<file path="config.mk">
export PLATFORM = sky130hd
export DESIGN_NAME = multiplier_nbits_pipelined
export DESIGN_NICKNAME = d
export VERILOG_FILES = /design/src/rtl/multiplier_nbits_pipelined.sv
export SDC_FILE = /design/constraint.sdc
export NUM_CORES = 1
export LEC_CHECK = 0
export CORE_ASPECT_RATIO = 0.75
export CORE_UTILIZATION = 25
export DETAILED_ROUTE_END_ITERATION = 6
export PLACE_DENSITY = 0.4
export SLEW_MARGIN = 20
export SYNTH_ARGS = -nofsm -noshare
export SYNTH_HDL_FRONTEND = slang
export SYNTH_SLANG_ARGS = --single-unit
</file>
<file path="constraint.sdc">
create_clock -name clk -period 6.9 [get_ports clk]
set_input_delay 1.38 -clock clk [delete_from_list [all_inputs] [get_ports clk]]
set_output_delay 1.38 -clock clk [all_outputs]
set_load 0.005 [all_outputs]
</file>
<file path="src/rtl/multiplier_nbits_pipelined.sv">
// multiplier_nbits_pipelined
//   Pipelined WIDTH x WIDTH multiplier producing a full 2*WIDTH-bit product.
//   Stage 1 forms the partial products. Rows are reduced by levels of 3:2
//   full/half-adder compressors, and the levels are spread across the PIPE
//   stages. The last stage finishes with a carry-propagate adder into the
//   product register. All stages advance together when the output is empty
//   or is being taken, so the pipeline runs at one result per cycle.
//
//   Optional feature macro: MULT_SIGNED_EN (adds in_signed, two's complement).
//
// Ports
//   clk        rising-edge clock
//   rst        synchronous active-high reset; clears valids, product, out_count
//   in_valid   operand pair present on A/B
//   in_ready   block accepts operands this cycle (equals advance)
//   A, B       multiplicand / multiplier, WIDTH bits each
//   in_signed  (MULT_SIGNED_EN only) treat A/B as two's complement
//   out_valid  product holds a result
//   out_ready  consumer takes the result this cycle
//   product    full-width product, 2*WIDTH bits
//   out_count  completed output transfers, wraps at 16 bits
module multiplier_nbits_pipelined #(
    parameter int unsigned WIDTH = 8,
    parameter int unsigned PIPE  = 3
) (
    input  logic               clk,
    input  logic               rst,
    input  logic               in_valid,
    output logic               in_ready,
    input  logic [WIDTH-1:0]   A,
    input  logic [WIDTH-1:0]   B,
`ifdef MULT_SIGNED_EN
    input  logic               in_signed,
`endif
    output logic               out_valid,
    input  logic               out_ready,
    output logic [2*WIDTH-1:0] product,
    output logic [15:0]        out_count
);

    localparam int unsigned PW = 2 * WIDTH;
    // WIDTH partial-product rows plus one row of sign-correction constants
    localparam int unsigned NR = WIDTH + 1;

    typedef logic [NR-1:0][PW-1:0] rows_t;

    // Number of live rows after a given number of 3:2 levels
    function automatic int unsigned rows_after(input int unsigned levels);
        int unsigned n;
        n = NR;
        for (int unsigned i = 0; i < levels; i++) n = n - n / 3;
        return n;
    endfunction

    // Levels needed to bring NR rows down to two
    function automatic int unsigned count_levels();
        int unsigned n;
        int unsigned l;
        n = NR;
        l = 0;
        while (n > 2) begin
            n = n - n / 3;
            l = l + 1;
        end
        return l;
    endfunction

    localparam int unsigned LEVELS = count_levels();

    // One compressor level: each full group of three rows becomes a sum row
    // and a shifted carry row; leftover rows pass through. Live rows stay
    // packed at the low indices and everything above them is zero.
    function automatic rows_t csa_level(input rows_t r, input int unsigned n);
        rows_t         o;
        int unsigned   g3;
        int unsigned   rem;
        logic [PW-1:0] x, y, z;
        o   = '0;
        g3  = n / 3;
        rem = n - 3 * g3;
        for (int unsigned g = 0; g < NR / 3; g++) begin
            if (g < g3) begin
                x          = r[3*g];
                y          = r[3*g+1];
                z          = r[3*g+2];
                o[2*g]     = x ^ y ^ z;
                o[2*g+1]   = ((x & y) | (x & z) | (y & z)) << 1;
            end
        end
        for (int unsigned k = 0; k < 2; k++) begin
            if (k < rem) o[2*g3+k] = r[3*g3+k];
        end
        return o;
    endfunction

    // Partial products. In signed mode the Baugh-Wooley form is used: bits
    // pairing exactly one operand MSB are inverted and constants 2^WIDTH and
    // 2^(2*WIDTH-1) are added, giving the two's complement product modulo
    // 2^(2*WIDTH). Signedness is therefore folded into the rows here and
    // travels down the pipeline inside them.
    function automatic rows_t pp_gen(input logic [WIDTH-1:0] a,
                                     input logic [WIDTH-1:0] b,
                                     input logic             s);
        rows_t r;
        r = '0;
        for (int unsigned i = 0; i < WIDTH; i++) begin
            for (int unsigned j = 0; j < WIDTH; j++) begin
                r[i][i+j] = (a[j] & b[i]) ^ (s & ((i == WIDTH - 1) != (j == WIDTH - 1)));
            end
        end
        r[WIDTH][WIDTH] = s;
        r[WIDTH][PW-1]  = s;
        return r;
    endfunction

    logic            sgn;
    logic            advance;
    logic [PIPE-1:0] vld;
    rows_t           stg_in [PIPE];

`ifdef MULT_SIGNED_EN
    assign sgn = in_signed;
`else
    assign sgn = 1'b0;
`endif

    assign advance   = !out_valid || out_ready;
    assign in_ready  = advance;
    assign out_valid = vld[PIPE-1];
    assign stg_in[0] = pp_gen(A, B, sgn);

    // Valid bits shift with the data; an idle input inserts a bubble
    always_ff @(posedge clk) begin
        if (rst) begin
            vld <= '0;
        end else if (advance) begin
            vld <= (vld << 1) | PIPE'(in_valid);
        end
    end

    for (genvar p = 0; p < PIPE; p++) begin : g_stage
        localparam int unsigned L0 = (p * LEVELS) / PIPE;
        localparam int unsigned L1 = ((p + 1) * LEVELS) / PIPE;

        rows_t red;

        always_comb begin
            red = stg_in[p];
            for (int unsigned l = L0; l < L1; l++) begin
                red = csa_level(red, rows_after(l));
            end
        end

        if (p < PIPE - 1) begin : g_mid
            rows_t q;

            always_ff @(posedge clk) begin
                if (advance) q <= red;
            end

            assign stg_in[p+1] = q;
        end else begin : g_last
            logic [PW-1:0] cpa;

            // Only rows 0 and 1 are non-zero once the tree has finished
            always_comb begin
                cpa = '0;
                for (int unsigned k = 0; k < NR; k++) cpa = cpa + red[k];
            end

            always_ff @(posedge clk) begin
                if (rst) begin
                    product <= '0;
                end else if (advance) begin
                    product <= cpa;
                end
            end
        end
    end

    always_ff @(posedge clk) begin
        if (rst) begin
            out_count <= '0;
        end else if (out_valid && out_ready) begin
            out_count <= out_count + 16'd1;
        end
    end

endmodule

</file>
==> impl_metrics.json, run 1 <==
{
  "outcome": "finished clean",
  "p_int_w": 0.001778,
  "required_ns": 5.52,
  "tns_ns": 0,
  "dr.first_iter.drc_count": 183,
  "cp_num_buf_inv": 4,
  "fin_skew_ns": 0.02267,
  "power_leakage_nw": 3.095,
  "routed-via-count": 3737,
  "p_switching_w": 0.0007644,
  "synth_edf_count": 92,
  "ir_worst_vdd_v": 0.0002131,
  "cts_hold_buf": 0,
  "wl_um": 12750,
  "area_growth_syn_to_layout_pct": 24.67,
  "coreArea_sq_um": 24220,
  "fillers": 2426,
  "ys.warnings.count": 0,
  "combPwrFrac_pct": 25.5,
  "grt_usage_pct": 10.78,
  "initial_utilization_pct": 25.68,
  "rows": 49,
  "crit_chain": "clkdlybuf4s50_1, nor2b_2, buf_4, inv_4, clkdlybuf4s50_1",
  "arrival_ns": 3.45,
  "yosysTopAreaCell": "edfxtp_1",
  "hold_viol_final": 0,
  "r2r-start": "g_stage[1].g_mid.q[23]",
  "setup_viol": 0,
  "start_kind": "primary input",
  "cp-startpoint": "out_ready",
  "holdCritPathClass": "flop to flop",
  "synth_ff_type": "edfxtp_1",
  "cpPeakStageDelay_ns": 0.63,
  "fin_nets": 642,
  "cts_sinks": 127,
  "crit_path_frequent_cell": "clkdlybuf4s50_1",
  "yosys_register_bits": 127,
  "grt_max_degree": 60,
  "htree_levels": 4,
  "synth_top_area_share_pct": 44.43,
  "cp_top_family": "buffers and inverters",
  "cts-resized-gates": 0,
  "hpwl_um": 9108,
  "grt_overflow": 0,
  "seq_area_frac_synth_pct": 55.69,
  "insertion_delay_ns": 0.42,
  "slew_headroom_pct": 52.33,
  "p_seq_share_pct": 38.8,
  "clkPwrFrac_pct": 35.7,
  "synth_most_common_cell": "edfxtp_1",
  "fin_crit_ns": 4.834,
  "synth_area_sq_um": 6218,
  "syn_inst": 483,
  "crit_fanout": 53,
  "clk_path_buf_depth": 2,
  "ff_latch_area_sq_um": 3463,
  "clock-root-buffer": "clkbuf_16",
  "drive_above_1_share_pct": 7.651,
  "io_buffers": 53,
  "multi_input_area_sq_um": 2570,
  "ant_nets": 0,
  "syn_nets": 576,
  "firstDrtPassIters": 4,
  "end_kind": "output port",
  "dieArea_sq_um": 25510,
  "hold_slack_ns": 0.4217,
  "rsz0062_at_grt": "no",
  "synth.avg_cell_area_sq_um": 12.87,
  "synthTopCellsByArea": "edfxtp_1 44%, fa_1 12%, dfxtp_1 11%",
  "antenna_found_initial": 0,
  "grt_pass1_vias": 3828,
  "vias_per_cell": 4.185,
  "cts_buffers": 17,
  "drv_slew": 0,
  "grt_pass1_wl_um": 21160,
  "die_w_um": 184.1,
  "postCtsSetupRepairBufs": 0,
  "cts_tree": "done",
  "crit_slowest_cell": "clkdlybuf4s50_1",
  "crit_type": "primary input to output port",
  "ys_types": 47,
  "routabilityCongestion": 0.7840,
  "tightest_slew_ns": 0.7150,
  "diodes": 0,
  "fin_crit_sh_pct": 70.06,
  "drc": 0,
  "hold_path_startpoint": "g_stage[0].g_mid.q[0]",
  "p_sw_share_pct": 30.07,
  "async_flop_share_pct": 0,
  "fmax_mhz": 206.9,
  "die_height_um": 138.6,
  "cap_violations": 0,
  "p_per_area_nw_per_um2": 328.0,
  "synthTopCellsByCount": "92 x edfxtp_1, 64 x and2_1, 39 x inv_1",
  "cts.clk_slew.worst_paths_ns": 0.06,
  "routedWlPerCell_um": 14.28,
  "io-pin-count": 54
}
[cells in the final DEF (no fill, tap or decap), types with 2 or more instances in the layout]
cell type        Yosys  final
xnor2_1             10     10
inv_8                0      2
or3_1                4      4
nand4_1              4      4
nand3_1             15     15
o21ai_0             11     11
edfxtp_1            92     92
a21o_1               2      2
o21a_1               2      2
and2_1              64     64
ha_1                35     35
inv_1               39     39
xor2_1               3      3
a211oi_1             5      5
a21oi_1             22     22
buf_4                0      3
nor4_1               5      5
clkdlybuf4s50_1      0     53
and3_1               3      3
clkinv_4             0      5
bufinv_16            0      2
inv_6                0      5
dfxtp_1             35     35
fa_1                38     38
nor2_1              18     18
nand2_1             31     31
o211ai_1             4      4
clkbuf_16            0     17
nor3_1               9      9
[per-layer routing]
layer | vias up | track usage (%) | wire [um]
met3 | 7 | 3.335 | 562
li1 | 1824 | - | -
met2 | 84 | 14.41 | 5086
met1 | 1822 | 16.31 | 7002
met5 | - | 0 | 0
met4 | 0 | 3.333 | 99
[final cells by class]
cell class              count  share of cell area, %
clock buffers              18                  5.536
clock inverters            14                  2.195
inverters                  40                  1.969
multi-input cells         307                  33.15
flip-flops and latches    127                  44.67
well taps                 331                  5.342
repair buffers             56                  7.134
[power groups by stage]
stage / Combinational, W / Clock, W / Sequential [W]
after global placement: 0.000657 / 0 / 0.00100
after floorplan: 0.000437 / 0 / 0.000991
after CTS: 0.000661 / 0.000940 / 0.000990
final: 0.000648 / 0.000909 / 0.000986
after detailed placement: 0.000655 / 0 / 0.00101
after global routing: 0.000744 / 0.000974 / 0.00100
[cells by family after synthesis]
group                      after synthesis  share of synthesized area [%]
xor gates and xnor gates                13                          1.831
AOI/OAI and AO/OA                       54                          5.352
muxes                                    1                         0.1811
DFF                                    127                          55.69
adders and majority gates               73                          19.28
and+or+nand+nor                        166                          14.65
buffers and inverters                   49                          3.018
[final timing paths]
path,depth (start not counted),endpoint,slack [ns]
worst max-delay path,5,in_ready,2.07
worst min register to register,0,g_stage[1].g_mid.q[0],0.42
worst min-delay path,0,g_stage[1].g_mid.q[0],0.42
worst max register to register,9,product[14],4.03
[worst register-to-register path, stage by stage, from the launching register on]
cell and delay [ns]:
edfxtp_1 0.37, inv_1 0.09, fa_1 0.44, fa_1 0.51, inv_1 0.04, ha_1 0.33
o21ai_0 0.16, or4_1 0.57, a21bo_2 0.21, o211ai_1 0.08
[per-stage QoR]
step / cell area, sq um / util, % / worst slack, ns / total power [W] / instances
2_1_floorplan: 6218 / - / 1.104 / 0.001428 / 483
3_3_place_gp: 7153 / 29.54 / 2.043 / 0.001662 / 861
3_5_place_dp: 7153 / 29.54 / 2.054 / 0.001661 / 861
4_1_cts: 7752 / 32.01 / 2.039 / 0.002591 / 893
5_1_grt: 7752 / 32.01 / 1.919 / 0.002718 / 893
6_report: 7752 / 32.01 / 2.066 / 0.002543 / 893
[state kept, by name, summed over array words and instances, names as in the netlist]
name	flops
vld	3
product	16
out_count	16
g_stage.g_mid.q	92
No activity file was read; power rests on OpenSTA's default activity.
==> inputs of run 2 (changes only) <==
- clock period: 6.9 -> 4.63 ns (I/O delays scaled with it)
==> run 2 against run 1 <==
Critical path type unchanged; sequential power up 49%; die area unchanged; largest power group unchanged; cell area is 0.60% higher.
==> impl_metrics.json, run 2 (synthesis gave the netlist of run 1 again) <==
{
  "vias_per_cell": 4.144,
  "coreArea_sq_um": 24220,
  "fin_crit_sh_pct": 69.76,
  "start_kind": "primary input",
  "met1_length_um": 6922,
  "drive_above_1_share_pct": 7.829,
  "largest-register": "g_stage.g_mid.q",
  "place_ws_ns": 1.349,
  "holdCritPathClass": "flop to flop",
  "setup_viol": 0,
  "cts.clk_slew.worst_paths_ns": 0.06,
  "postPlaceCellArea_sq_um": 7166,
  "p_total_w": 0.003869,
  "dieArea_sq_um": 25510,
  "ir_worst_vdd_v": 0.0002796,
  "cts_sinks": 127,
  "crit_type": "primary input to output port",
  "route.met2.wl_um": 5069,
  "fmax_mhz": 309.6,
  "io_buffers": 53,
  "insertion_delay_ns": 0.42,
  "final_common_cell": "edfxtp_1",
  "cap_violations": 0,
  "dr.first_iter.drc_count": 160,
  "grt_max_degree": 111,
  "cts_tree": "done",
  "clock-root-buffer": "clkbuf_16",
  "initial_utilization_pct": 25.68,
  "die_w_um": 184.1,
  "rsz0062_at_grt": "no",
  "ant_nets": 0,
  "postCtsSetupRepairBufs": 0,
  "placedCellCount": 861,
  "drv_slew": 0,
  "io-pin-count": 54,
  "top_regs": "g_stage.g_mid.q x92, out_count x16, product x16",
  "post-route-worst-setup-slack_ns": 1.400,
  "crit_fanout": 6,
  "fin_skew_ns": 0.01080,
  "rows": 49,
  "clk_path_buf_depth": 2,
  "largest_register_ffs": 92,
  "die_height_um": 138.6,
  "routabilityCongestion": 0.7418,
  "outcome": "finished clean",
  "grt_pass1_wl_um": 20690,
  "final_cell_mix": "92 x edfxtp_1, 64 x and2_1, 53 x clkdlybuf4s50_1",
  "fin_crit_ns": 3.230,
  "power_leakage_nw": 3.122,
  "cts_hold_buf": 0,
  "routed-via-count": 3701,
  "required_ns": 3.70,
  "final_cells": 893,
  "diodes": 0,
  "arrival_ns": 2.30,
  "cts_buffers": 17,
  "drc": 0,
  "firstDrtPassIters": 4,
  "grt_pass1_vias": 3797,
  "slew_headroom_pct": 59.91,
  "wl_um": 12800,
  "tns_ns": 0,
  "top_layer": "met4",
  "fillers": 2413,
  "p_per_area_nw_per_um2": 496.1,
  "tightest_slew_ns": 0.6014,
  "htree_levels": 4,
  "hold_viol_final": 0,
  "area_growth_syn_to_layout_pct": 25.41,
  "routedWlPerCell_um": 14.33,
  "antenna_found_initial": 0,
  "cts-resized-gates": 0,
  "hpwl_um": 8994,
  "wl_met3_um": 615,
  "grt_usage_pct": 10.71,
  "fin_nets": 642,
  "grt_overflow": 0,
  "end_kind": "output port",
  "fin_area_sq_um": 7799
}
[run 2: through the flow]
step	hold WS [ns]	utilization (%)
floorplan	0.4003	-
detailed placement	0.4045	29.59
finish	0.4181	32.20
global route	0.4269	32.20
global placement	0.4095	29.59
CTS	0.4186	32.20
[run 2: worst paths after layout]
path	start	endpoint	slack (ns)	depth (start not counted)
worst max-delay path	out_ready	in_ready	1.40	4
worst min-delay path	g_stage[0].g_mid.q[1]	g_stage[1].g_mid.q[1]	0.42	0
worst max register to register	g_stage[1].g_mid.q[7]	product[14]	1.77	9
worst min register to register	g_stage[0].g_mid.q[1]	g_stage[1].g_mid.q[1]	0.42	0
[run 2: final cells by class]
cell class	count	area (sq um)	area share [%]
Clock buffer	17	425.4	5.455
Clock inverter	15	207.7	2.663
Inverter	40	152.6	1.957
Multi-Input combinational cell	307	2570	32.95
Sequential cell	127	3463	44.41
Tap cell	331	414.1	5.310
Timing Repair Buffer	56	565.5	7.252
[run 2: where the power goes]
| part | leakage, nW | internal, W | switching [W] |
|---|---|---|---|
| sequential | 1.33 | 0.00140 | 0.0000703 |
| combinational | 1.48 | 0.000438 | 0.000521 |
| clock | 0.314 | 0.000910 | 0.000532 |
[run 2: layer usage]
metal	track usage, %	vias to the layer above
li1	-	1821
met3	3.283	14
met4	4.474	0
met1	15.71	1783
met2	14.37	83
met5	0	-
[run 2: critical path, cell delays in order]
cell	delay, ns
clkdlybuf4s50_1	0.53
nor2b_2	0.29
inv_4	0.10
clkdlybuf4s50_1	0.46
